`config.mk`:
```
export PLATFORM = sky130hd
export DESIGN_NAME = alu_issue_arbiter
export DESIGN_NICKNAME = d
export VERILOG_FILES = /design/src/rtl/alu_arb_pkg.sv /design/src/rtl/rr_arb2.sv /design/src/rtl/alu_issue_arbiter.sv
export SDC_FILE = /design/constraint.sdc
export NUM_CORES = 1
export LEC_CHECK = 0
export CAP_MARGIN = 10
export CORE_ASPECT_RATIO = 0.7
export CORE_MARGIN = 5
export CORE_UTILIZATION = 30
export CTS_BUF_LIST = sky130_fd_sc_hd__clkbuf_2 sky130_fd_sc_hd__clkbuf_4 sky130_fd_sc_hd__clkbuf_8
export CTS_CLUSTER_SIZE = 40
export DETAILED_ROUTE_END_ITERATION = 8
export GPL_TIMING_DRIVEN = 0
export PLACE_DENSITY_LB_ADDON = 0.05
export SYNTH_ARGS = -nofsm -noshare
export SYNTH_HDL_FRONTEND = slang
export SYNTH_SLANG_ARGS = --single-unit
```
`constraint.sdc`:
```
create_clock -name clk -period 1.3 [get_ports clk]
set_clock_uncertainty 0.1 [all_clocks]
set_input_delay 0.13 -clock clk [delete_from_list [all_inputs] [get_ports clk]]
set_output_delay 0.13 -clock clk [all_outputs]
set_load 0.05 [all_outputs]
```
`src/rtl/alu_arb_pkg.sv`:
```
// Shared op encoding and sizing for the ALU issue arbiter.
// Consumers: rr_arb2 and alu_issue_arbiter (optional macro ALU_ARB_FIXED_PRIO_EN).
package alu_arb_pkg;

    localparam int NUM_REQ  = 2;
    localparam int OP_W     = 4;
    localparam int NUM_CTRL = 10;

    localparam logic [OP_W-1:0] OP_ADD  = 4'd0;
    localparam logic [OP_W-1:0] OP_SUB  = 4'd1;
    localparam logic [OP_W-1:0] OP_AND  = 4'd2;
    localparam logic [OP_W-1:0] OP_OR   = 4'd3;
    localparam logic [OP_W-1:0] OP_SLL  = 4'd4;
    localparam logic [OP_W-1:0] OP_SRA  = 4'd5;
    localparam logic [OP_W-1:0] OP_ADDI = 4'd6;
    localparam logic [OP_W-1:0] OP_LW   = 4'd7;
    localparam logic [OP_W-1:0] OP_SW   = 4'd8;
    localparam logic [OP_W-1:0] OP_BR   = 4'd9;

    // Every code at or above this value has no ALU control line.
    localparam logic [OP_W-1:0] OP_ILLEGAL_MIN = 4'd10;

    function automatic logic op_legal(input logic [OP_W-1:0] op);
        return op < OP_ILLEGAL_MIN;
    endfunction

endpackage

```
`src/rtl/rr_arb2.sv`:
```
// Two-way grant logic with an accept-updated last_grant register.
// ALU_ARB_FIXED_PRIO_EN selects strict port-0 priority (last_grant unused).
module rr_arb2
    import alu_arb_pkg::*;
(
    input  logic               clk,
    input  logic               reset,
    input  logic [NUM_REQ-1:0] req,
    input  logic               accept,
    output logic [NUM_REQ-1:0] grant
);

`ifdef ALU_ARB_FIXED_PRIO_EN

    logic unused_arb;
    assign unused_arb = ^{clk, reset, accept};

    always_comb begin
        grant = '0;
        if (req[0]) begin
            grant = 2'b01;
        end else if (req[1]) begin
            grant = 2'b10;
        end
    end

`else

    logic last_grant_q;
    logic last_grant_d;

    // On a tie the port that did not win last time goes first.
    always_comb begin
        grant = '0;
        case (req)
            2'b01:   grant = 2'b01;
            2'b10:   grant = 2'b10;
            2'b11:   grant = last_grant_q ? 2'b01 : 2'b10;
            default: grant = '0;
        endcase
    end

    always_comb begin
        last_grant_d = last_grant_q;
        if (accept) begin
            last_grant_d = grant[1];
        end
    end

    always_ff @(posedge clk) begin
        if (reset) begin
            last_grant_q <= 1'b1;
        end else begin
            last_grant_q <= last_grant_d;
        end
    end

`endif

endmodule

```
`src/rtl/alu_issue_arbiter.sv`:
```
// Shares one combinational ALU between two requesters: arbitrate, issue (S1), respond (S2).
// Build option ALU_ARB_FIXED_PRIO_EN gives port 0 strict priority.
module alu_issue_arbiter
    import alu_arb_pkg::*;
#(
    parameter int DATA_W = 32,
    parameter int OP_W   = alu_arb_pkg::OP_W,
    parameter int TAG_W  = 4
) (
    input  logic              clk,
    input  logic              reset,

    input  logic              req0_valid,
    output logic              req0_ready,
    input  logic [OP_W-1:0]   req0_op,
    input  logic [DATA_W-1:0] req0_a,
    input  logic [DATA_W-1:0] req0_b,
    input  logic [TAG_W-1:0]  req0_tag,

    input  logic              req1_valid,
    output logic              req1_ready,
    input  logic [OP_W-1:0]   req1_op,
    input  logic [DATA_W-1:0] req1_a,
    input  logic [DATA_W-1:0] req1_b,
    input  logic [TAG_W-1:0]  req1_tag,

    output logic [DATA_W-1:0] alu_a,
    output logic [DATA_W-1:0] alu_b,
    output logic              alu_add,
    output logic              alu_sub,
    output logic              alu_addi,
    output logic              alu_and,
    output logic              alu_or,
    output logic              alu_sll,
    output logic              alu_sra,
    output logic              alu_sw,
    output logic              alu_lw,
    output logic              alu_br,
    input  logic [DATA_W-1:0] alu_result,

    output logic              rsp_valid,
    input  logic              rsp_ready,
    output logic              rsp_id,
    output logic [TAG_W-1:0]  rsp_tag,
    output logic [DATA_W-1:0] rsp_data,
    output logic              rsp_err
);

    logic              s1_valid_q, s1_valid_d;
    logic [OP_W-1:0]   s1_op_q,    s1_op_d;
    logic              s1_id_q,    s1_id_d;
    logic [TAG_W-1:0]  s1_tag_q,   s1_tag_d;
    logic [DATA_W-1:0] s1_a_q,     s1_a_d;
    logic [DATA_W-1:0] s1_b_q,     s1_b_d;

    logic              rsp_valid_q, rsp_valid_d;
    logic              rsp_id_q,    rsp_id_d;
    logic [TAG_W-1:0]  rsp_tag_q,   rsp_tag_d;
    logic [DATA_W-1:0] rsp_data_q,  rsp_data_d;
    logic              rsp_err_q,   rsp_err_d;

    logic               s2_free;
    logic               s1_free;
    logic               s1_adv;
    logic [NUM_REQ-1:0] req_vld;
    logic [NUM_REQ-1:0] grant;
    logic               acc0;
    logic               acc1;
    logic               accept;

    assign s2_free = !rsp_valid_q || rsp_ready;
    assign s1_adv  = s1_valid_q && s2_free;
    assign s1_free = !s1_valid_q || s2_free;

    assign req_vld    = {req1_valid, req0_valid};
    assign req0_ready = grant[0] && s1_free;
    assign req1_ready = grant[1] && s1_free;
    assign acc0       = req0_valid && req0_ready;
    assign acc1       = req1_valid && req1_ready;
    assign accept     = acc0 || acc1;

    rr_arb2 u_arb (
        .clk    (clk),
        .reset  (reset),
        .req    (req_vld),
        .accept (accept),
        .grant  (grant)
    );

    // Issue stage: a new accept overrides the clear from advancing.
    always_comb begin
        s1_valid_d = s1_valid_q;
        s1_op_d    = s1_op_q;
        s1_id_d    = s1_id_q;
        s1_tag_d   = s1_tag_q;
        s1_a_d     = s1_a_q;
        s1_b_d     = s1_b_q;
        if (accept) begin
            s1_valid_d = 1'b1;
            s1_id_d    = acc1;
            s1_op_d    = acc1 ? req1_op  : req0_op;
            s1_tag_d   = acc1 ? req1_tag : req0_tag;
            s1_a_d     = acc1 ? req1_a   : req0_a;
            s1_b_d     = acc1 ? req1_b   : req0_b;
        end else if (s1_adv) begin
            s1_valid_d = 1'b0;
        end
    end

    // Illegal ops never sample the ALU: its output is stale when no control fires.
    always_comb begin
        rsp_valid_d = rsp_valid_q;
        rsp_id_d    = rsp_id_q;
        rsp_tag_d   = rsp_tag_q;
        rsp_data_d  = rsp_data_q;
        rsp_err_d   = rsp_err_q;
        if (s1_adv) begin
            rsp_valid_d = 1'b1;
            rsp_id_d    = s1_id_q;
            rsp_tag_d   = s1_tag_q;
            rsp_err_d   = !op_legal(s1_op_q);
            rsp_data_d  = op_legal(s1_op_q) ? alu_result : '0;
        end else if (rsp_ready) begin
            rsp_valid_d = 1'b0;
        end
    end

    always_ff @(posedge clk) begin
        if (reset) begin
            s1_valid_q  <= 1'b0;
            s1_op_q     <= '0;
            s1_id_q     <= 1'b0;
            s1_tag_q    <= '0;
            s1_a_q      <= '0;
            s1_b_q      <= '0;
            rsp_valid_q <= 1'b0;
            rsp_id_q    <= 1'b0;
            rsp_tag_q   <= '0;
            rsp_data_q  <= '0;
            rsp_err_q   <= 1'b0;
        end else begin
            s1_valid_q  <= s1_valid_d;
            s1_op_q     <= s1_op_d;
            s1_id_q     <= s1_id_d;
            s1_tag_q    <= s1_tag_d;
            s1_a_q      <= s1_a_d;
            s1_b_q      <= s1_b_d;
            rsp_valid_q <= rsp_valid_d;
            rsp_id_q    <= rsp_id_d;
            rsp_tag_q   <= rsp_tag_d;
            rsp_data_q  <= rsp_data_d;
            rsp_err_q   <= rsp_err_d;
        end
    end

    always_comb begin
        alu_add  = 1'b0;
        alu_sub  = 1'b0;
        alu_and  = 1'b0;
        alu_or   = 1'b0;
        alu_sll  = 1'b0;
        alu_sra  = 1'b0;
        alu_addi = 1'b0;
        alu_lw   = 1'b0;
        alu_sw   = 1'b0;
        alu_br   = 1'b0;
        if (s1_valid_q) begin
            case (s1_op_q)
                OP_ADD:  alu_add  = 1'b1;
                OP_SUB:  alu_sub  = 1'b1;
                OP_AND:  alu_and  = 1'b1;
                OP_OR:   alu_or   = 1'b1;
                OP_SLL:  alu_sll  = 1'b1;
                OP_SRA:  alu_sra  = 1'b1;
                OP_ADDI: alu_addi = 1'b1;
                OP_LW:   alu_lw   = 1'b1;
                OP_SW:   alu_sw   = 1'b1;
                OP_BR:   alu_br   = 1'b1;
                default: ;
            endcase
        end
    end

    assign alu_a     = s1_a_q;
    assign alu_b     = s1_b_q;
    assign rsp_valid = rsp_valid_q;
    assign rsp_id    = rsp_id_q;
    assign rsp_tag   = rsp_tag_q;
    assign rsp_data  = rsp_data_q;
    assign rsp_err   = rsp_err_q;

endmodule

```
## After elaboration in Yosys (flattened, before gate mapping)

Cells that the tools add are included.

- Register bits after elaboration: 114
- Input port bits: 181
- Output and inout bits: 115
- Word-level logic and storage cells: 70

- Order comparisons: 1
- Equality and inequality tests: 12
- Muxes and demuxes: 31
- Reductions and logical operators: 14

Operators with widths:

| cell | number |
|---|---|
| $mux W32 | 3 |
| $mux W1 | 24 |
| $eq A4 B3 Y1 const B | 4 |
| $eq A4 B2 Y1 const B | 2 |
| $eq A4 B4 Y1 const B | 2 |
| $mux W4 | 2 |
| $pmux W2 S3 | 1 |
| $logic_and A1 B1 Y1 | 5 |
| $eq A2 B2 Y1 const B | 2 |
| $eq A4 B1 Y1 const B | 1 |
| $logic_not A4 Y1 | 1 |
| $lt A4 B4 Y1 const B | 1 |
| $reduce_bool A2 Y1 | 2 |
| $logic_not A1 Y1 | 3 |
| $logic_or A1 B1 Y1 | 3 |
| $eq A2 B1 Y1 const B | 1 |
| $mux W2 | 1 |

## Depth between registers and ports, before layout

Gate-level depths: netlist of run 1.

- Depth in word-level cells: 7
- Depth in mapped cells: 6
- Gate-level depth less buffers: 3

## Cells and area by module

From an unflattened synthesis of run 1, not the netlist that was laid out.

- Cells, all modules: 652
- Area, all modules: 5348.9 um^2

By module, submodules not included:

| module | times used | cells an instance | area an instance (um^2) |
|---|---|---|---|
| alu_issue_arbiter | 1 | 646 | 5295.1 |
| rr_arb2 | 1 | 6 | 53.8 |

## Worst setup path before layout of run 1

Ideal clock, no wire load.

- Path type: reg2out
- Start point: register s1_valid_q
- End point: output port alu_sll
- Arrival time: 2152 ps
- Required time: 1070 ps
- Setup slack: -1082 ps
- Stages on the path, launching flop included: 4
- Buffers on the path: 1
- Path through: dfxtp_1 buf_4 nand2b_1 nor4b_1

- Longest elaborated chain between the ends: 1

RTL lines:

| item | line | source |
|---|---|---|
| from (decl) | alu_issue_arbiter.sv:49 | `logic s1_valid_q, s1_valid_d;` |
| from (signal assigned) | alu_issue_arbiter.sv:142 | `s1_valid_q <= s1_valid_d;` |
| $mux W1 | alu_issue_arbiter.sv:167 | `if (s1_valid_q) begin` |
| to (decl) | alu_issue_arbiter.sv:34 | `output logic alu_sll,` |

Every way passes these cells.

## Worst setup path after layout of run 1

- Start point: register s1_valid_q
- End point: output port alu_addi

- Longest elaborated chain between the ends: 1

RTL lines:

| item | line | source |
|---|---|---|
| $mux W1 | alu_issue_arbiter.sv:167 |  |
| to (decl) | alu_issue_arbiter.sv:31 | `output logic alu_addi,` |

Every way passes these cells.

==> impl_metrics.tcl, run 1 <==
set metrics [dict create \
    drt_iter0_drc 508 \
    routed_wl_um 25900 \
    critical_setup_path_class "reg2out" \
    fin_total_pwr_w 0.0120 \
    total_leakage_power_nw 3.90 \
    clock_tree.htree_level_count 4 \
    finalSetupViolCount 116 \
    fin_worst_hold_slack_ns 0.167 \
    r2r_start "s1_valid_q" \
    vias_per_cell 5.56 \
    path_delay_family "simple AND/OR/NAND/NOR gates" \
    hold_path_depth 3 \
    cap_violations 0 \
    route.detailed.drc 0 \
    final_layout_size_suffix_gt1_frac 0.382 \
    post_layout_nonfiller_instances 1237 \
    post-route-period-util 1.39 \
    die_h_um 121 \
    final_net_count 1174 \
    finalWorstSetupSlack_ns -0.502 \
    number_of_cells_produced_by_synthesis 643 \
    instance_count_after_placement_with_tap_cells_included 1168 \
    globalRouteTotalUtil 0.232 \
    setup.worst_path.start_class "flop" \
    inserted_diodes 0 \
    rr_endpoint "s1_valid_q" \
    syn2layout_area_growth_pct 92.3 \
    final_cell_area_um2 10200 \
    synth-seq-cells 114 \
    start_util 0.308 \
    synth.yosys.seq_area_share 0.430 \
    syn-cell-area_um2 5310 \
    number_of_antenna_violations_at_the_first_check_in_global_routing 0 \
    die_area_um2 20500 \
    route.antenna.remaining_nets 0 \
    worstHoldEndpoint "rsp_data[22]" \
    cts.clk_slew.worst_paths_ns 0.08 \
    place.port_buffers 294 \
    n_fill_cell 1543 \
    rsz_0062_raised_after_global_routing "true" \
    final-seq-area_um2 2300 \
    worstPathBufferInverterCount 2 \
    groute.layer.met3.usage 0.0739 \
    rows 40 \
    cts.sinks 114 \
    global_route.usage.met1 0.308 \
    synth_fp_nets 824 \
    hold_fix_buffer_count_after_cts 0 \
    grt_pass1_vias 6816 \
    relSlewSlack 0.502 \
    power.density_nw_per_um2 1170 \
    r2r.worst_path.cells 9 \
    worst-slew-pin-transition_ns 0.747 \
    grt_use_met2 0.368 \
    fmax_mhz 555 \
    gr-max-usage-layer "met2" \
    number_of_different_library_cells_in_the_post_synthesis_netlist 31 \
    tns_ns -31.33 \
    holdCritPathClass "in2reg" \
    clock_tree.root_cell "sky130_fd_sc_hd__clkbuf_8" \
    clk_buf_depth 2 \
    fp.dieW_um 169 \
    routabilityCongestion 0.845 \
    max-vdd-ir-drop_mv 0.667 \
    cts-buffers-inserted 17 \
    drt_first_pass_iters 5 \
    dpl_hpwl_um 18200 \
    cts_tree "done" \
    post_dp_cell_area_um2 8730 \
    worst-endpoint-arrival_ns 1.57 \
    run_status "finished, violations left" \
    reg2reg_slack_ns -0.43 \
    layout.cells.most_common_list "sky130_fd_sc_hd__clkdlybuf4s50_1, sky130_fd_sc_hd__dfxtp_1, sky130_fd_sc_hd__a21oi_1" \
    cp_cell_sequence "buf_8 -> nor2b_4 -> nand2_4 -> nor3b_4 -> buf_6" \
    yosys_warnings 0 \
    slowest_stage_cell_cp "sky130_fd_sc_hd__dfxtp_2" \
    worst_setup_ep_type "primary output" \
    vias 6877 \
    period_minus_slack_ns 1.80 \
    multi_input_gate_area_um2 3130 \
    postSynthAreaPerCell_um2 8.26 \
    slew_violations 0 \
    drt-wirelength-per-cell_um 21.0 \
    endpoint_required_time_on_the_critical_path_ns 1.07 \
    largest_net_degree_at_the_start_of_global_routing 17 \
    overflow 0 \
    failed_checks "negative setup slack" \
    critical_path.max_fanout 8 \
    cp_slowest_stage_delay_ns 0.33 \
    finalHoldViolCount 0 \
    core-area_um2 17300 \
    mostFrequentLayoutCell "sky130_fd_sc_hd__clkdlybuf4s50_1" \
    boundaryPins 296 \
    clock_latency_on_the_worst_skew_pair_ns 0.43 \
    holdCritStartpoint "alu_result[22]" \
    first_pass_grt_wire_length_um 37800 \
]
[metrics by stage]
stage	setup WS, ns	utilization
4_1_cts	-0.527	0.557
6_report	-0.502	0.592
3_3_place_gp	-1.04	0.506
5_1_grt	-0.564	0.592
3_5_place_dp	-1.08	0.506
2_1_floorplan	-0.131	-
[synthesized netlist by cell type, drive strengths merged]
cell | number | area share
nand3 | 79 | 0.074
a21boi | 1 | 0.0014
a31oi | 1 | 0.0012
a21bo | 1 | 0.0019
nor3b | 1 | 0.0014
and2 | 1 | 0.0012
a21oi | 111 | 0.10
nand3b | 1 | 0.0021
dfxtp | 114 | 0.43
nor3 | 3 | 0.0028
nor2b | 2 | 0.0024
inv | 4 | 0.0028
and3 | 2 | 0.0024
nand2 | 2 | 0.0014
o21ba | 1 | 0.0019
clkbuf | 31 | 0.022
nor2 | 7 | 0.0049
o21ai | 110 | 0.10
a311oi | 73 | 0.12
nand2b | 3 | 0.0035
and3b | 1 | 0.0016
buf | 59 | 0.070
or2 | 1 | 0.0012
a211o | 1 | 0.0016
nor4b | 1 | 0.0016
nand4 | 32 | 0.038
[what timing repair did]
item / in CTS / in global routing
setup buffers: 22 / 15
resized for setup: 768 / 221
cloned: 8 / 1
pin swaps: 69 / 50
setup endpoints to repair: 229 / 179
endpoints found under the hold margin: 0 / 0
[registers in the layout (all words and copies together) (netlist names), 4 cells and up]
name	cells
alu_a	32
alu_b	32
rsp_data	32
rsp_tag	4
s1_op_q	4
s1_tag_q	4
[layout make-up]
class                   count  share of cell area
well taps                 231              0.0283
clock inverters            14              0.0251
repair buffers            332               0.315
plain buffers              89              0.0737
clock buffers              18              0.0243
flip-flops and latches    114               0.225
inverters                   4             0.00184
multi-input cells         435               0.307
[kinds of logic after synthesis]
group | Yosys count | synth area share
buffers and inverters | 94 | 0.0949
DFF | 114 | 0.430
and+or+nand+nor | 136 | 0.139
AOI/OAI and AO/OA | 299 | 0.337
[per-layer routing]
layer | wire length, µm | share of wire | vias to the layer above
li1 | - | - | 3190
met1 | 11500 | 0.44 | 3371
met2 | 11900 | 0.46 | 289
met3 | 2080 | 0.080 | 27
met4 | 426 | 0.016 | 0
met5 | 0 | 0 | -
[report_power, final]
group          total (W)  internal, W  switching (W)  leakage (nW)
Clock            0.00433      0.00272        0.00161         0.253
Combinational    0.00367      0.00155        0.00212          2.70
Sequential       0.00397      0.00378       0.000189         0.946
Total             0.0120      0.00805        0.00392          3.90
[tightest hold or removal path, cell delays in order]
cell and delay [ns]:
sky130_fd_sc_hd__clkdlybuf4s50_1 0.39, sky130_fd_sc_hd__nand4_1 0.08, sky130_fd_sc_hd__a21oi_1 0.06
[how the worst max path moves through the flow]
stage          cells past startpoint  slack [ns]  startpoint         end
5_1_grt                            5       -0.56  s1_valid_q    alu_addi
3_3_place_gp                       6       -1.04   rsp_ready  req0_ready
2_1_floorplan                      4       -0.13  s1_valid_q    alu_addi
4_1_cts                            5       -0.53  s1_valid_q    alu_addi
3_5_place_dp                       6       -1.08   rsp_ready  req0_ready
6_report                           5       -0.50  s1_valid_q    alu_addi
(Power assumes the default switching activity.)
==> inputs of run 2 (changes only) <==
- GPL_TIMING_DRIVEN: 0 -> not set
==> impl_metrics.tcl, run 2 (synthesized netlist as in run 1, its figures left out) <==
set metrics [dict create \
    run_status "finished, violations left" \
    failed_checks "negative setup slack" \
    holdCritPathClass "in2reg" \
    routed_wl_um 30000 \
    number_of_antenna_violations_at_the_first_check_in_global_routing 0 \
    die_h_um 121 \
    gr-max-usage-layer "met2" \
    drt_first_pass_iters 5 \
    vias 7143 \
    fp.dieW_um 169 \
    clock_latency_on_the_worst_skew_pair_ns 0.44 \
    cts-buffers-inserted 17 \
    dpl_hpwl_um 16400 \
    layout.cells.most_common_list "sky130_fd_sc_hd__clkdlybuf4s50_1, sky130_fd_sc_hd__buf_12, sky130_fd_sc_hd__dfxtp_1" \
    fmax_mhz 543 \
    place.port_buffers 295 \
    drt_iter0_drc 582 \
    overflow 0 \
    mostFrequentLayoutCell "sky130_fd_sc_hd__clkdlybuf4s50_1" \
    switching_power_w 0.00432 \
    relSlewSlack 0.665 \
    first_pass_grt_wire_length_um 39800 \
    syn2layout_area_growth_pct 140 \
    cts.sinks 114 \
    power.density_nw_per_um2 983 \
    worst-slew-pin-transition_ns 0.502 \
    period_minus_slack_ns 1.84 \
    worst_setup_ep_type "primary output" \
    drt-wirelength-per-cell_um 24.6 \
    cts_tree "done" \
    vias_per_cell 5.85 \
    die_area_um2 20500 \
    rsz_0062_raised_after_global_routing "true" \
    endpoint_required_time_on_the_critical_path_ns 1.07 \
    globalRouteTotalUtil 0.246 \
    worst-endpoint-arrival_ns 1.61 \
    clock_tree.root_cell "sky130_fd_sc_hd__clkbuf_8" \
    finalSetupViolCount 125 \
    cap_violations 0 \
    route.detailed.drc 0 \
    core-area_um2 17300 \
    layout.core_utilization 0.737 \
    clk_buf_depth 2 \
    power_switching_share 0.346 \
    slew_violations 0 \
    largest_net_degree_at_the_start_of_global_routing 48 \
    finalHoldViolCount 0 \
    finalWorstSetupSlack_ns -0.542 \
    critical_path.max_fanout 4 \
    cts.clk_slew.worst_paths_ns 0.08 \
    groute.layer.met3.usage 0.0869 \
    routabilityCongestion 0.784 \
    post-route-period-util 1.42 \
    route.antenna.remaining_nets 0 \
    start_util 0.308 \
    total_leakage_power_nw 4.62 \
    p_seq_frac 0.333 \
    p_comb_frac 0.382 \
    setup.worst_path.start_class "flop" \
    boundaryPins 296 \
    grt_pass1_vias 7028 \
    grt_use_met2 0.404 \
    dp_slack_ns -0.626 \
    p_clk_frac 0.285 \
    max-vdd-ir-drop_mv 0.682 \
    final_net_count 1158 \
    inserted_diodes 0 \
    critical_setup_path_class "reg2out" \
    global_route.usage.met1 0.298 \
    rows 40 \
    clock_tree.htree_level_count 4 \
    power.internal_w 0.00818 \
    final_layout_size_suffix_gt1_frac 0.482 \
]
-- run 2: cell count changes in the layout (fill, tap and decap cells not counted), sizes merged --
cell         change
clkbuf          -57
clkinv           +6
buf             +37
and2             +1
bufinv           -5
clkinvlp         +1
dlygate4sd3      +1
-- run 2: path summary, 6_finish.rpt --
kind                      from            to  slack [ns]  depth (start not counted)
hold reg to reg   rsp_data[17]  rsp_data[17]        0.38                          2
hold / removal       req1_a[8]      alu_a[8]        0.17                          3
setup / recovery    s1_valid_q        alu_or       -0.54                          5
setup reg to reg    s1_valid_q     alu_b[25]       -0.52                          8
-- run 2: metal layers --
layer,up-vias,wire [µm]
met2,374,14200
met3,61,3100
met4,0,849
li1,3181,-
met1,3527,11900
met5,-,0
-- run 2: worst max-delay path, stage by stage (launching register included) --
cell                      delay (ns)
sky130_fd_sc_hd__dfxtp_4        0.39
sky130_fd_sc_hd__buf_12         0.11
sky130_fd_sc_hd__nor2b_4        0.16
sky130_fd_sc_hd__nand2_4        0.11
sky130_fd_sc_hd__nor3_4         0.24
sky130_fd_sc_hd__buf_12         0.16
-- run 2: through the flow --
stage | setup TNS [ns] | cell area (µm²) | std cells | hold WS [ns] | total power [W]
after floorplan | -5.65 | 5500 | 643 | 0.197 | 0.00586
after global placement | -44.82 | 9920 | 1121 | 0.313 | 0.00798
after detailed placement | -51.71 | 9920 | 1121 | 0.309 | 0.00805
after CTS | -32.80 | 11400 | 1187 | 0.133 | 0.0120
after global routing | -45.80 | 12700 | 1221 | 0.143 | 0.0129
final | -41.76 | 12700 | 1221 | 0.166 | 0.0125
-- run 2: power groups by stage --
stage	logic, W	registers [W]	clock network, W
global route	0.00496	0.00419	0.00377
global placement	0.00381	0.00417	0
CTS	0.00425	0.00412	0.00360
detailed placement	0.00386	0.00418	0
floorplan	0.000955	0.00491	0
finish	0.00478	0.00416	0.00356
-- run 2: what timing repair did --
action / in CTS / in global routing
endpoints found under the setup margin: 125 / 132
hold endpoints to repair: 1 / 0
cloned: 14 / 24
resized for setup: 110 / 218
hold buffers: 1 / 0
pin swaps: 37 / 94
setup buffers: 19 / 15
-- run 2: cell type report --
type	instances	area [µm²]
clock buffers	23	310
clock inverters	9	101
fillers	1140	4540
inverters	4	45.0
multi-input cells	436	3720
flip-flops and latches	114	2320
well taps	231	289
repair buffers	397	5810
repair inverters	7	131
==> inputs of run 3 (changes only) <==
- CTS_CLUSTER_SIZE: 40 -> 24
==> results of run 3 <==
The final DEF is identical to that of run 2; final timing and power are the same.
